[src/rtl/muldiv_unit.sv]
// -----------------------------------------------------------------------------
// muldiv_unit
//
// RV32M execution unit that sits beside the ALU in the EX stage.
// - MUL, MULH, MULHSU and MULHU finish in a fixed two-cycle latency.
// - DIV, DIVU, REM and REMU use radix-2 restoring division. Each cycle
//   produces one quotient bit.
// - Divide-by-zero and signed overflow are resolved in IDLE with no
//   iteration.
// - A start/busy/done handshake lets the hazard unit stall the pipeline.
//
// Ports
//   clk     in   system clock, rising edge
//   rst     in   synchronous active-high reset
//   start   in   request a new operation (sampled only in IDLE)
//   funct3  in   M-op select (000 MUL .. 111 REMU)
//   op_a    in   rs1 value (multiplicand / dividend)
//   op_b    in   rs2 value (multiplier / divisor)
//   flush   in   abort any in-flight operation without a done pulse
//   busy    out  high while in MUL or DIV
//   done    out  one-cycle pulse, result valid
//   result  out  last completed result, held until the next completion
// -----------------------------------------------------------------------------
module muldiv_unit #(
  parameter int XLEN = 32
) (
  input  logic            clk,
  input  logic            rst,
  input  logic            start,
  input  logic [2:0]      funct3,
  input  logic [XLEN-1:0] op_a,
  input  logic [XLEN-1:0] op_b,
  input  logic            flush,
  output logic            busy,
  output logic            done,
  output logic [XLEN-1:0] result
);

  localparam int CW = $clog2(XLEN);

  typedef enum logic [1:0] {S_IDLE, S_MUL, S_DIV, S_DONE} state_e;

  state_e          state_q;
  logic            busy_q, done_q;
  logic [XLEN-1:0] result_q;
  // funct3[2] is implied by the MUL/DIV state, so only the low bits are kept.
  logic [1:0]      fn_q;
  // In MUL: the raw operands. In DIV: a_q is the dividend that shifts into
  // the quotient, and b_q is the divisor magnitude.
  logic [XLEN-1:0] a_q, b_q, rem_q;
  logic [CW-1:0]   cnt_q;
  logic            neg_quo_q, neg_rem_q;

  // ---------------- IDLE: division setup and special cases ----------------
  logic            div_signed, a_neg, b_neg, div_zero, div_ovf;
  logic [XLEN-1:0] a_mag, b_mag, special_res;

  always_comb begin
    div_signed  = ~funct3[0];                 // DIV / REM
    a_neg       = div_signed & op_a[XLEN-1];
    b_neg       = div_signed & op_b[XLEN-1];
    a_mag       = a_neg ? -op_a : op_a;       // 0x80000000 stays itself as unsigned
    b_mag       = b_neg ? -op_b : op_b;
    div_zero    = (op_b == '0);
    div_ovf     = div_signed && (op_a == {1'b1, {(XLEN-1){1'b0}}}) && (op_b == '1);
    special_res = '1;
    if (div_zero)     special_res = funct3[1] ? op_a : '1;
    else if (div_ovf) special_res = funct3[1] ? '0   : op_a;
  end

  // ---------------- MUL: product from latched operands ----------------
  // Sign-extending both operands to 2*XLEN gives the correct low 2*XLEN
  // product bits for every signed/unsigned mix.
  logic            mul_a_sx, mul_b_sx;
  logic [2*XLEN-1:0] mul_a_w, mul_b_w, mul_prod;
  logic [XLEN-1:0] mul_res;

  always_comb begin
    mul_a_sx = (fn_q != 2'b11);               // MULH, MULHSU (MUL low half is sign-agnostic)
    mul_b_sx = (fn_q == 2'b01);               // MULH only
    mul_a_w  = {{XLEN{mul_a_sx & a_q[XLEN-1]}}, a_q};
    mul_b_w  = {{XLEN{mul_b_sx & b_q[XLEN-1]}}, b_q};
    mul_prod = mul_a_w * mul_b_w;
    mul_res  = (fn_q == 2'b00) ? mul_prod[XLEN-1:0] : mul_prod[2*XLEN-1:XLEN];
  end

  // ---------------- DIV: one restoring step ----------------
  logic [XLEN:0]   div_shift, div_diff;
  logic            div_fits;
  logic [XLEN-1:0] step_rem_d, step_quo_d, div_res;

  always_comb begin
    div_shift  = {rem_q, a_q[XLEN-1]};
    div_diff   = div_shift - {1'b0, b_q};
    div_fits   = ~div_diff[XLEN];             // no borrow: divisor fits
    step_rem_d = div_fits ? div_diff[XLEN-1:0] : div_shift[XLEN-1:0];
    step_quo_d = {a_q[XLEN-2:0], div_fits};
    if (fn_q[1]) div_res = neg_rem_q ? -step_rem_d : step_rem_d;
    else         div_res = neg_quo_q ? -step_quo_d : step_quo_d;
  end

  // ---------------- Control FSM with registered outputs ----------------
  // NOTE: all state is updated with non-blocking assignments, so every branch
  // reads the values from before this clock edge.
  always_ff @(posedge clk) begin
    if (rst) begin
      // NOTE: the datapath registers are reset too, so that result reads 0
      // after reset and nothing starts out unknown.
      state_q   <= S_IDLE;
      busy_q    <= 1'b0;
      done_q    <= 1'b0;
      result_q  <= '0;
      fn_q      <= '0;
      a_q       <= '0;
      b_q       <= '0;
      rem_q     <= '0;
      cnt_q     <= '0;
      neg_quo_q <= 1'b0;
      neg_rem_q <= 1'b0;
    end else if (flush) begin
      state_q <= S_IDLE;
      busy_q  <= 1'b0;
      done_q  <= 1'b0;
    end else begin
      unique case (state_q)
        S_IDLE: begin
          done_q <= 1'b0;
          if (start) begin
            fn_q <= funct3[1:0];
            if (!funct3[2]) begin
              a_q     <= op_a;
              b_q     <= op_b;
              busy_q  <= 1'b1;
              state_q <= S_MUL;
            end else if (div_zero || div_ovf) begin
              result_q <= special_res;
              done_q   <= 1'b1;
              state_q  <= S_DONE;
            end else begin
              a_q       <= a_mag;
              b_q       <= b_mag;
              rem_q     <= '0;
              cnt_q     <= CW'(XLEN-1);
              neg_quo_q <= a_neg ^ b_neg;
              neg_rem_q <= a_neg;
              busy_q    <= 1'b1;
              state_q   <= S_DIV;
            end
          end
        end
        S_MUL: begin
          result_q <= mul_res;
          busy_q   <= 1'b0;
          done_q   <= 1'b1;
          state_q  <= S_DONE;
        end
        S_DIV: begin
          a_q   <= step_quo_d;
          rem_q <= step_rem_d;
          cnt_q <= cnt_q - 1'b1;
          if (cnt_q == '0) begin
            result_q <= div_res;
            busy_q   <= 1'b0;
            done_q   <= 1'b1;
            state_q  <= S_DONE;
          end
        end
        S_DONE: begin
          done_q  <= 1'b0;
          state_q <= S_IDLE;
        end
        default: state_q <= S_IDLE;
      endcase
    end
  end

  assign busy   = busy_q;
  assign done   = done_q;
  assign result = result_q;

endmodule

[config.mk]
export PLATFORM = sky130hd
export DESIGN_NAME = muldiv_unit
export DESIGN_NICKNAME = d
export VERILOG_FILES = /design/src/rtl/muldiv_unit.sv
export SDC_FILE = /design/constraint.sdc
export NUM_CORES = 2
export LEC_CHECK = 0
export BUFFER_PORTS_ARGS = -buffer_cell sky130_fd_sc_hd__buf_2
export CORE_MARGIN = 10
export CORE_UTILIZATION = 25
export CTS_BUF_LIST = sky130_fd_sc_hd__clkbuf_16
export DETAILED_ROUTE_END_ITERATION = 10
export GPL_TIMING_DRIVEN = 0
export SETUP_SLACK_MARGIN = 0.2
export SKIP_LAST_GASP = 1
export SLEW_MARGIN = 40
export SYNTH_ARGS = -nofsm -noshare
export SYNTH_HDL_FRONTEND = slang
export SYNTH_SLANG_ARGS = --single-unit
[constraint.sdc]
create_clock -name clk -period 10 [get_ports clk]
set_clock_uncertainty 0.05 [all_clocks]
set_input_delay 1 -clock clk [delete_from_list [all_inputs] [get_ports clk]]
set_output_delay 1 -clock clk [all_outputs]
set_load 0.005 [all_outputs]
== After elaboration in Yosys (flattened, before gate mapping) ==
Cells that the tools add are included.
Operators by class
  $add $sub $neg: 6
  reductions and logical operators: 18
  bitwise logic cells: 9
  muxes and demuxes: 45
  multipliers: 1
  equality and inequality tests: 14
Operators by type and width (count)
  2-to-1 mux 32 bit: 23
  negation 32 bit: 4
  one-hot mux 32 bit (2 select lines): 2
  one-hot mux 32 bit (3 select lines): 1
  == test 32 bit (second input constant): 2
  multiplier 33 x 33 -> 64 bit: 1
  subtractor 33 x 32 -> 33 bit: 1
  zero test 32 bit: 1
  2-to-1 mux 5 bit: 3
  inequality test 2 bit (second input constant): 7
  AND reduction 4 bit: 3
  one-hot mux 5 bit (2 select lines): 1
  AND reduction 5 bit: 2
  2-to-1 mux 1 bit: 9
  one-hot mux 2 bit (4 select lines): 1
  2-to-1 mux 2 bit: 3
  AND reduction 6 bit: 1
  zero test 5 bit: 1
  subtractor 5 x 1 -> 5 bit (second input constant): 1
  bitwise AND 1 bit: 4
  == test 2 x 1 -> 1 bit (second input constant): 2
  == test 2 bit (second input constant): 2
  zero test 2 bit: 2
  inverter 1 bit: 4
  11 further kinds: 12
Storage, ports and cells
  flip-flop bits (word level): 141
  input bits: 71
  output and inout port bits: 34
  logic and storage cells: 104

== Longest topological paths before layout ==
  depth after elaboration: 9
  gate-level depth with buffers: 34
  gate-level depth less buffers: 32

== Worst setup path before layout ==
No wires, ideal clock.
  path kind: reg-to-reg
  start point: reg fn_q[1]
  end point: reg result_q[29], in the netlist result[29]
  buffers on the path: 3
  slack: 1.415 ns
  setup time: 0.117 ns
  data required time: 9.833 ns
  period minus slack after synthesis: 8.585 ns
  arrival: 8.417 ns
  cell stages (with the launch flop): 32
  cell sequence: dfxtp_1 > clkbuf_1 > a21oi_1 > clkbuf_1 > nand2_1 > inv_1 > fa_1 > inv_1 > fa_1 > inv_1 > fa_1 > fa_1 > inv_1 > fa_1 > inv_1 > fa_1 > inv_1 > fa_1 > fa_1 > inv_1 > ha_1 > clkbuf_1 > a21o_1 > a21o_1 > a221o_1 > a31oi_1 > o311ai_0 > a21oi_1 > xnor2_1 > o211a_1 > a211o_1 > a32o_1
Between the ends
  cells in the longest elaborated chain, start to end: 5
  elaborated cells on any way between the ends: 10
  those cells by class: mul (1); eq/ne (2); mux (4); bitwise (2); reduce/logical (1)
RTL lines
  start, declared: RTL line 47  | logic [1:0] fn_q;
  start signal, assigned: RTL line 129  | fn_q <= funct3[1:0];
  inequality test 2 bit / == test 2 x 1 -> 1 bit (equally long branches): RTL line 79, 80
  bitwise AND 1 bit, on equally long branches: RTL line 81, 82
  multiplier 33 x 33 -> 64 bit: RTL line 83  | mul_prod = mul_a_w * mul_b_w;
  2-to-1 mux 32 bit: RTL line 84  | mul_res = (fn_q == 2'b00) ? mul_prod[XLEN-1:0] : mul_prod[2*XLEN-1:XLEN];
  one-hot mux 32 bit (3 select lines) (*): RTL line 125  | unique case (state_q)
  end signal, assigned: RTL line 136  | result_q <= special_res;
  end signal, assigned: RTL line 152  | result_q <= mul_res;
  end signal, assigned: RTL line 162  | result_q <= div_res;
  end, declared: RTL line 45  | logic [XLEN-1:0] result_q;
Mark *: on every way between the ends. The rest lies on a longest branch, timed or not. The select of a mux whose other input is x is not followed.
A chain may end at the register's enable or synchronous reset.

== Worst setup path in the final report ==
  start point: reg a_q[22]
  end point: reg result_q[13], in the netlist result[13]
Between the ends
  cells in the longest elaborated chain, start to end: 3
RTL lines
  start, declared: RTL line 50  | logic [XLEN-1:0] a_q, b_q, rem_q;
  start signal, assigned: RTL line 131  | a_q <= op_a;
  start signal, assigned: RTL line 140  | a_q <= a_mag;
  start signal, assigned: RTL line 158  | a_q <= step_quo_d;
  multiplier 33 x 33 -> 64 bit: RTL line 83
  2-to-1 mux 32 bit: RTL line 84
  one-hot mux 32 bit (3 select lines): RTL line 125
Every way passes these cells.

==> metrics <==
status=finished clean; Initial DRC Count=between 4000 and 5000; final setup violation count=0; WL final=about 220 mm; hpwl dp=~190 mm; CTS Buffer Depth=2; Pwr Total=4.63 mW; Post-synth ARST share=0%; global placer's final weighted congestion=~1.0; DR vias/cell=approximately 4.9; net count reported at finish=7679; Synth Flop Type=dfxtp_1; Synth top area share=~45%; Post-Layout Cell Count=a little under 9000; max-cap violations=0; Final Max Slew Viols=0; Die Area=between 0.2 and 0.25 mm²; Tightest Pin Transition=between 0.9 and 1 ns; H-tree levels=4; total global routing track utilization=between 15 and 20%; Root Buffer=clkbuf_16; initial antenna violation count=26; TritonCTS Buffers=17; vias in the first global route=44300; CP required=just over 10 ns; most used cell, CP=fa_1; ANT nets after route=0; DR WL/cell=between 20 and 25 µm; synth warn=0; Reg clk slew, reported paths=0.07 ns; global-route wire length before repair=approximately 320 mm; Setup TNS Final=0 ns; via count=between 40000 and 50000; fill cell count=about 22000; Post-synth top cells=1266 x inv_1, 1126 x fa_1, 1011 x nand2_1, 316 x clkbuf_1, 308 x nor2_1; Avg Cell Area, Syn=8.29 µm²; Final Util=about 28%; Hold Crit Class=reg2reg; slew margin rel.=~34%; Final Cycle Share=approximately 97%; count leader, synth=inv_1; P&R area growth vs syn=10.6%; Setup crit start kind=register; Cell Count Post-Placement=8844; post-synthesis sequential area ratio=5.60%; setup repair after global routing missed its margin=no; router iterations before antenna repair=6; Leakage=around 25 nW; Syn Inst Count=about 6100; FMAX=between 100 and 150 MHz; CTS tree=yes; PwrDens=slightly above 80 mW/mm²; IO buf count=between 100 and 150; Clock Sinks=141; Post-route DRC=0; Worst path max stage delay=about 0.6 ns; Final Cell Area=about 0.056 mm²; final worst slack=approximately 0.35 ns; Final Hold Vio Count=0; Hold Crit Depth=1; Die Width=469 µm; pin count of the biggest net entering global routing=18; clock latency on the worst-skew pair=between 0.5 and 0.6 ns; minimum clock period=9.65 ns; Synth Register Bits=141; CORE AREA=0.200 mm²; tightest hold margin=about 0.44 ns; layout cell share with drive strength beyond 1=between 7 and 8%; syn nets=7528; I/O pin count=around 110; global route overflow=0; FP Rows=164; die height=469 µm; Cell Area, Placed=roughly 0.055 mm²; Synth area leader=fa_1; Worst Setup End Kind=register; WS Path Type=reg2reg; crit path max fanout=10; worst vdd ir=0.000174 V; Mapped Area=about 0.050 mm²; number of synthesized flops with an enable pin=0; pre-CTS setup slack=-1.91 ns; highest-delay cell along the critical path=fa_1; worst reg2reg path depth=29; critical path arrival=approximately 10 ns; initial cell density of the core=roughly a quarter; synth top area cells=fa_1 45%, inv_1 9.4%, nand2_1 7.5%; post-synthesis cell type count=89
-- registers in the layout, indices dropped and copies added, names as in the netlist --
signal	flops
result	32
neg_quo_q	1
fn_q	2
busy	1
cnt_q	5
rem_q	32
state_q	2
a_q	32
b_q	32
neg_rem_q	1
done	1
-- final cells by class --
cell class | instances | area [µm²] | area share [%]
timing repair buffer | 132 | 803 | 1.44
sequential | 141 | 2830 | 5.08
multi-input combinational | 4279 | 41600 | 74.7
antenna | 11 | 27.5 | 0.0494
buffer | 387 | 1780 | 3.19
clock inverter | 15 | 143 | 0.256
tap | 2656 | 3320 | 5.96
inverter | 1269 | 4780 | 8.58
clock buffer | 17 | 425 | 0.763
-- kinds of logic after synthesis --
| group | Yosys count | share of synthesized area (%) |
|---|---|---|
| flops | 141 | 5.60 |
| compound gates | 750 | 9.61 |
| buf+inv | 1656 | 12.4 |
| fa+ha+maj | 1397 | 51.4 |
| mux | 20 | 0.405 |
| simple gates | 1904 | 17.0 |
| xor+xnor | 208 | 3.61 |
-- metal layers --
layer / part of all wire (%) / global-route usage, % / up-vias
met5: 0.028 / 0 / -
met4: 6.5 / 11.2 / 12
met3: 9.3 / 3.62 / 390
met2: 44 / 30.6 / 2231
met1: 40 / 26.5 / 22500
li1: - / - / 18800
-- layout by cell type (no fill, tap or decap), drive strengths merged, types with 70 or more instances in the layout --
cell	count
nand2	1011
dfxtp	141
nor2	309
a21oi	231
ha	255
fa	1126
and2	265
nand3	70
inv	1276
xor2	81
xnor2	127
o21ai	156
buf	189
clkbuf	346
-- worst max-delay path: cells and delay by family (launching register included) --
family	cells	cell delay, ns
flops	1	0.30
buf+inv	7	1.20
xor+xnor	1	0.30
compound gates	6	1.84
simple gates	5	1.15
mux	1	0.15
fa+ha+maj	9	4.55
-- path summary, 6_finish.rpt --
check	startpoint	to	slack, ns
max	a_q[22]$_SDFFE_PP0P_	result[13]$_SDFFE_PP0P_	0.35
min	cnt_q[3]$_SDFFE_PP0P_	cnt_q[3]$_SDFFE_PP0P_	0.44
max reg2reg	a_q[22]$_SDFFE_PP0P_	result[13]$_SDFFE_PP0P_	0.35
min reg2reg	cnt_q[3]$_SDFFE_PP0P_	cnt_q[3]$_SDFFE_PP0P_	0.44
-- what timing repair did --
item	4_1_cts	5_1_grt
gates resized for setup	90	140
pin swaps	3	10
hold buffers	0	0
setup endpoints to repair	26	15
setup buffers	4	16
hold endpoints to repair	0	0
-- power by group --
group,leakage (nW),switching (mW),internal [mW],total [mW]
logic,23.7,2.30,1.06,3.35
clock network,0.287,0.339,0.330,0.669
registers,1.15,0.0267,0.582,0.609
Power figures use the tool's default switching activity.
